`src/rtl/sd_spi_cmd_master.sv`:
```
// ============================================================================
// Module   : sd_spi_cmd_master
// Purpose  : SPI-mode SD command initiator. It sends the 6-byte command frame
//            on SPI mode 0, polls for R1 and can read a 4-byte R3/R7 tail.
// Options  : define SD_SPI_CMD_CRC7_EN to compute the CRC7 serially while
//            the frame is shifted out; otherwise a fixed CRC table is used.
// Revision : 1.0 - initial release
// ============================================================================
`default_nettype none

module sd_spi_cmd_master #(
  parameter int CLK_DIV      = 2,
  parameter int RESP_TIMEOUT = 8
) (
  input  logic        clk,
  input  logic        rst,
  input  logic        cmd_valid,
  output logic        cmd_ready,
  input  logic [5:0]  cmd_idx,
  input  logic [31:0] cmd_arg,
  input  logic        cmd_long,
  output logic        resp_valid,
  output logic [7:0]  resp_r1,
  output logic [31:0] resp_ext,
  output logic        resp_timeout,
  output logic        sd_cs,
  output logic        spi_clk,
  output logic        spi_mosi,
  input  logic        spi_miso
);

  localparam int c_DW = (CLK_DIV > 1) ? $clog2(CLK_DIV) : 1;
  localparam int c_PW = $clog2(RESP_TIMEOUT + 1);
  localparam logic [c_DW-1:0] c_DIV_LAST = c_DW'(CLK_DIV - 1);
  localparam logic [c_PW-1:0] c_POLL_MAX = c_PW'(RESP_TIMEOUT);

  typedef enum logic [2:0] {
    S_IDLE     = 3'd0,
    S_SEND     = 3'd1,
    S_WAIT_R1  = 3'd2,
    S_READ_EXT = 3'd3,
    S_TRAIL    = 3'd4,
    S_DONE     = 3'd5
  } state_t;

  state_t          r_state;
  logic [c_DW-1:0] r_div;
  logic [47:0]     r_sh;
  logic [7:0]      r_rx;
  logic [2:0]      r_bit;
  logic [2:0]      r_byte;
  logic [c_PW-1:0] r_poll;
  logic            r_long;
  logic [7:0]      r_r1;
  logic [31:0]     r_ext;
  logic            r_to;

  logic            w_shifting;
  logic            w_tick;
  logic            w_rise;
  logic            w_fall;
  logic            w_byte_end;
  logic [c_PW-1:0] w_poll_next;
  logic [7:0]      w_byte5;

  assign w_shifting  = (r_state == S_SEND) || (r_state == S_WAIT_R1) ||
                       (r_state == S_READ_EXT) || (r_state == S_TRAIL);
  assign w_tick      = w_shifting && (r_div == c_DIV_LAST);
  assign w_rise      = w_tick && !spi_clk;
  assign w_fall      = w_tick && spi_clk;
  assign w_byte_end  = w_fall && (r_bit == 3'd7);
  assign w_poll_next = r_poll + c_PW'(1);

`ifdef SD_SPI_CMD_CRC7_EN
  logic [6:0] r_crc;
  logic [6:0] w_crc_upd;

  // The bit currently on the wire is r_sh[47]; fold it in at its falling edge.
  assign w_crc_upd = {r_crc[5:0], 1'b0} ^ ({7{r_crc[6] ^ r_sh[47]}} & 7'h09);
  assign w_byte5   = 8'hFF;
`else
  function automatic logic [7:0] f_crc_table(input logic [5:0] idx);
    case (idx)
      6'd0:    f_crc_table = 8'h95;
      6'd8:    f_crc_table = 8'h87;
      default: f_crc_table = 8'h01;
    endcase
  endfunction

  assign w_byte5 = f_crc_table(cmd_idx);
`endif

  always_ff @(posedge clk) begin
    if (!rst) begin
      r_state      <= S_IDLE;
      r_div        <= '0;
      r_sh         <= '1;
      r_rx         <= '1;
      r_bit        <= '0;
      r_byte       <= '0;
      r_poll       <= '0;
      r_long       <= 1'b0;
      r_r1         <= 8'hFF;
      r_ext        <= '0;
      r_to         <= 1'b0;
      cmd_ready    <= 1'b0;
      resp_valid   <= 1'b0;
      resp_r1      <= 8'hFF;
      resp_ext     <= '0;
      resp_timeout <= 1'b0;
      sd_cs        <= 1'b1;
      spi_clk      <= 1'b0;
      spi_mosi     <= 1'b1;
`ifdef SD_SPI_CMD_CRC7_EN
      r_crc        <= '0;
`endif
    end else begin
      if (w_shifting) begin
        r_div <= w_tick ? '0 : r_div + c_DW'(1);
      end

      if (w_rise) begin
        spi_clk <= 1'b1;
        r_rx    <= {r_rx[6:0], spi_miso};
      end

      // Once the frame has drained, ones refill the shifter so the poll bytes are 0xFF.
      if (w_fall) begin
        spi_clk  <= 1'b0;
        r_bit    <= r_bit + 3'd1;
        spi_mosi <= r_sh[46];
        r_sh     <= {r_sh[46:0], 1'b1};
`ifdef SD_SPI_CMD_CRC7_EN
        if ((r_state == S_SEND) && (r_byte <= 3'd4)) begin
          r_crc <= w_crc_upd;
          if ((r_byte == 3'd4) && (r_bit == 3'd7)) begin
            spi_mosi    <= w_crc_upd[6];
            r_sh[47:40] <= {w_crc_upd, 1'b1};
          end
        end
`endif
      end

      case (r_state)
        S_IDLE: begin
          if (cmd_valid && cmd_ready) begin
            cmd_ready <= 1'b0;
            sd_cs     <= 1'b0;
            spi_clk   <= 1'b0;
            spi_mosi  <= 1'b0;
            r_sh      <= {2'b01, cmd_idx, cmd_arg, w_byte5};
            r_long    <= cmd_long;
            r_div     <= '0;
            r_bit     <= '0;
            r_byte    <= '0;
            r_poll    <= '0;
            r_r1      <= 8'hFF;
            r_ext     <= '0;
            r_to      <= 1'b0;
`ifdef SD_SPI_CMD_CRC7_EN
            r_crc     <= '0;
`endif
            r_state   <= S_SEND;
          end else begin
            cmd_ready <= 1'b1;
          end
        end

        S_SEND: begin
          if (w_byte_end) begin
            r_byte <= r_byte + 3'd1;
            if (r_byte == 3'd5) begin
              r_poll  <= '0;
              r_state <= S_WAIT_R1;
            end
          end
        end

        S_WAIT_R1: begin
          if (w_byte_end) begin
            if (!r_rx[7]) begin
              r_r1    <= r_rx;
              r_byte  <= '0;
              r_state <= r_long ? S_READ_EXT : S_TRAIL;
            end else if (w_poll_next == c_POLL_MAX) begin
              r_to    <= 1'b1;
              r_r1    <= 8'hFF;
              r_state <= S_TRAIL;
            end else begin
              r_poll  <= w_poll_next;
            end
          end
        end

        S_READ_EXT: begin
          if (w_byte_end) begin
            r_ext  <= {r_ext[23:0], r_rx};
            r_byte <= r_byte + 3'd1;
            if (r_byte == 3'd3) begin
              r_state <= S_TRAIL;
            end
          end
        end

        S_TRAIL: begin
          if (w_byte_end) begin
            sd_cs        <= 1'b1;
            resp_valid   <= 1'b1;
            resp_r1      <= r_r1;
            resp_ext     <= r_ext;
            resp_timeout <= r_to;
            r_state      <= S_DONE;
          end
        end

        S_DONE: begin
          resp_valid <= 1'b0;
          cmd_ready  <= 1'b1;
          r_state    <= S_IDLE;
        end

        default: begin
          r_state <= S_IDLE;
        end
      endcase
    end
  end

endmodule

`default_nettype wire

```
`config.mk`:
```
export PLATFORM = sky130hd
export DESIGN_NAME = sd_spi_cmd_master
export DESIGN_NICKNAME = d
export VERILOG_FILES = /design/src/rtl/sd_spi_cmd_master.sv
export SDC_FILE = /design/constraint.sdc
export NUM_CORES = 1
export LEC_CHECK = 0
export CORE_ASPECT_RATIO = 1.2
export CORE_UTILIZATION = 40
export CTS_BUF_LIST = sky130_fd_sc_hd__clkbuf_8 sky130_fd_sc_hd__clkbuf_16
export DETAILED_ROUTE_END_ITERATION = 12
export DONT_BUFFER_PORTS = 1
export MAX_ROUTING_LAYER = met4
export PLACE_DENSITY = 0.51
export SYNTH_ARGS = -nofsm -noshare
export SYNTH_HDL_FRONTEND = slang
export SYNTH_SLANG_ARGS = --single-unit
```
`constraint.sdc`:
```
create_clock -name clk -period 3.4 [get_ports clk]
set_input_delay 0.17 -clock clk [delete_from_list [all_inputs] [get_ports clk]]
set_output_delay 0.17 -clock clk [all_outputs]
set_load 0.05 [all_outputs]
```
==> impl_results.md <==
* Outcome: finished, final reports clean
* Routed WL per cell at 14.3 um
* Power per cell area at 596 mW/mm2
* Yosys reg bits at 157
* Hold_sp: rst
* Gpl congestion at 0.810
* Dpl cells at 932
* Setup TNS at 0 ns
* Max Fclk at 0.327 GHz
* Pin count of the biggest net entering global routing at 82
* Clk Tree Root Cell: clkbuf_16
* CP startpoint: r_state[2]$_SDFFE_PN0P_
* Crit path time final at 3.06 ns
* EDFF count, synth at 0
* Synth cell types at 51
* Hold Crit Class: input port to flip-flop
* Clock Power Share at 39.6%
* CP most frequent cell: nand2_1
* CP Capture Type: flip-flop
* Worst path cell trace: xor2_1 > inv_1 > ha_1 > ha_2 > buf_6 > mux2i_1 > nand2_1 > o21ai_0 > nand2_1 > dlygate4sd3_1
* Area growth from synthesis to layout at 16.8%
* Primary FF master, synth: dfxtp_1
* Dpl hpwl at 9.02 mm
* Post-CTS setup buffer count at 0
* Critical path required time at 3.70 ns
* CTS tree: done
* Final Non-Filler Cells at 1003
* Ranking of synthesized cells by area: dfxtp_1 49%, nand2_1 13%, mux2i_1 9.5%, a21oi_1 5.7%, nand3_1 3.6%
* CP Max Fanout at 51
* WP data arrival at 3.36 ns
* Worst clock skew at around 0.0081 ns
* R2R Path Start: r_state[2]$_SDFFE_PN0P_
* Setup ws final at around 0.34 ns
* Layout fillers at roughly 1.5k
* Seq pwr share at roughly 45%
* Initial antenna violation count at 0
* Post-Synthesis Cells at about 770
* Chip height at 141 um
* Max clock buf depth at 2
* Leak pwr at 2.58 nW
* Row cnt at 50
* Detailed Route Iter0 Violations at 255
* Total CTS buffers at 17
* Int Pwr at 3.26 mW
* Setup Crit Path Kind: flip-flop to flip-flop
* Slowest stage cell on the critical path: dfxtp_1
* Initial Util at ~41%
* TritonRoute pass-1 iters at 4
* Number of vias per cell at 5.13
* Fin util at approximately half
* Syn_area_per_cell at roughly 8.3 um2
* Total congestion overflow at 0
* Final hold vios at 0
* Total GRT Usage at 18.3%
* H-tree Lvls at 4
* Clk_lat worst skew at between 0.4 and 0.5 ns
* Synth area leader: dfxtp_1
* Number of buffers added on ports at 0
* Vias at 5142
* DRC violations left at 0
* Fin crit share at about nine tenths
* Slew @ Worst Pin at between 1 and 1.5 ns
* MaxCap Viol Count at 0
* Ant. Diodes at 0
* Area fraction of the dominant cell type after synthesis at 48.7%
* Relative slew slack at 21.5%
* Antenna Nets Post-Route at 0
* Maximum vdd ir drop at between 0.3 and 0.4 mV
* YS warnings at 0
* Clk sinks at 157
* Reg clk slew, reported paths at 0.06 ns
* Setup crit start kind: flip-flop
* Core area at 0.0157 mm2
* Vias in the first global route at 4926
* IO Pins at between 80 and 90
* Share of layout cells above drive strength 1 at under 10%
* Slew Viols, Final at 0
* Post-synthesis cell area at approximately 0.0065 mm2
* RSZ-0062 raised after global routing: no
* Pre-CTS setup slack at 0.751 ns
* Async SR Flop Fraction at 0%
* Combinational power share at roughly 15%
* Switching Power at roughly 1.2 mW
* Final WL at approximately 14 mm
* Setup Viol. Count Final at 0
* Die width at 118 um
* Full die area at 0.0167 mm2
* Max stage delay on crit path at 0.70 ns
* Net Sw Frac at between 20% and 30%
* Post-synthesis sequential area ratio at 48.7%
* Most frequent cell after synthesis: nand2_1
* Global-route wire length before repair at roughly 24 mm
* Synth top cells by count: 217 x nand2_1, 157 x dfxtp_1, 74 x a21oi_1
* Syn Nets at 827
* Final nets at 837
-- worst max-delay path: cells and delay by family, from the launching register on --
kind	cells	cell delay, ns
DFF	1	0.70
muxes	1	0.26
xor gates and xnor gates	1	0.18
adders and majority gates	2	0.38
buffers and inverters	3	1.13
and+or+nand+nor	2	0.15
AOI/OAI and AO/OA	1	0.11
-- timing repair --
| item | 4_1_cts | 5_1_grt |
|---|---|---|
| endpoints found under the setup margin | 0 | 1 |
| endpoints found under the hold margin | 79 | 0 |
| resized for setup | 0 | 1 |
| hold buffers | 41 | 0 |
-- logic make-up (layout without fill, tap and decap cells) --
group / after synthesis / in the layout / synth area share (%)
and+or+nand+nor: 325 / 325 / 21.9
DFF: 157 / 157 / 48.7
AOI/OAI and AO/OA: 152 / 152 / 13.3
buffers and inverters: 67 / 88 / 4.40
muxes: 61 / 61 / 9.46
adders and majority gates: 10 / 10 / 1.94
xor gates and xnor gates: 2 / 2 / 0.271
-- registers in the layout, summed over array words and instances (netlist names) --
register and cells:
r_long 1, r_state 3, r_ext 32, r_to 1
resp_r1 8, r_sh 47, r_bit 3, spi_mosi 1
sd_cs 1, r_div 1, resp_timeout 1, r_r1 8
resp_valid 1, r_byte 3, cmd_ready 1, spi_clk 1
r_poll 4, resp_ext 32, r_rx 8
-- cells in the final DEF, fill, tap and decap left out, drive strengths merged, types with 2 or more instances in the layout --
cell and count:
nand2 218, dfxtp 157, a21oi 75, mux2i 61, o21ai 53, nand3 47, dlygate4sd3 40, nor2 23
clkbuf 20, buf 11, ha 10, nor4 9, inv 7, clkinv 5, and3 4, nand2b 4
nor2b 4, clkinvlp 4, o211ai 3, o221ai 3, o22ai 3, and2 3, nor3b 3, a21boi 3
and3b 2, a2111o 2, o21a 2, or4 2
-- cell type report --
cell class / instances / area, um2 / share of cell area, %
Sequential cell: 157 / 3140 / 41.7
Multi-Input combinational cell: 550 / 3040 / 40.4
Timing Repair Buffer: 51 / 507 / 6.72
Clock buffer: 20 / 467 / 6.19
Tap cell: 208 / 260 / 3.45
Clock inverter: 10 / 92.6 / 1.23
Inverter: 7 / 26.3 / 0.349
-- final timing paths --
check                           depth (start not counted)                   endpoint  slack (ns)
worst min register to register                          2  resp_ext[24]$_SDFFE_PN0P_        0.45
worst max-delay path                                   10        r_sh[18]$_SDFF_PN1_        0.34
worst max register to register                         10        r_sh[18]$_SDFF_PN1_        0.34
worst min-delay path                                    3     r_poll[3]$_SDFFE_PN0P_        0.03
-- routing by layer --
layer / track usage, % / routed length [um] / up-vias
li1: - / - / 2654
met1: 19.2 / 6090 / 2358
met2: 32.1 / 7330 / 103
met3: 4.21 / 509 / 27
met4: 9.31 / 378 / 0
met5: - / 0 / -
-- through the flow --
| step | instance area [um2] | power (mW) | hold WS (ns) |
|---|---|---|---|
| after floorplan | 6460 | 2.58 | 0.299 |
| after global placement | 6550 | 2.68 | 0.246 |
| after detailed placement | 6550 | 2.70 | 0.247 |
| after CTS | 7530 | 4.54 | 0.00656 |
| after global routing | 7540 | 4.73 | 0.0407 |
| final | 7540 | 4.49 | 0.0337 |
-- power groups by stage --
| stage | Clock, mW | Sequential (mW) | Combinational, mW |
|---|---|---|---|
| CTS | 1.83 | 2.04 | 0.675 |
| detailed placement | 0 | 2.08 | 0.618 |
| global placement | 0 | 2.08 | 0.601 |
| finish | 1.78 | 2.04 | 0.673 |
| global route | 1.91 | 2.05 | 0.758 |
| floorplan | 0 | 2.08 | 0.505 |
(Power assumes the default switching activity.)
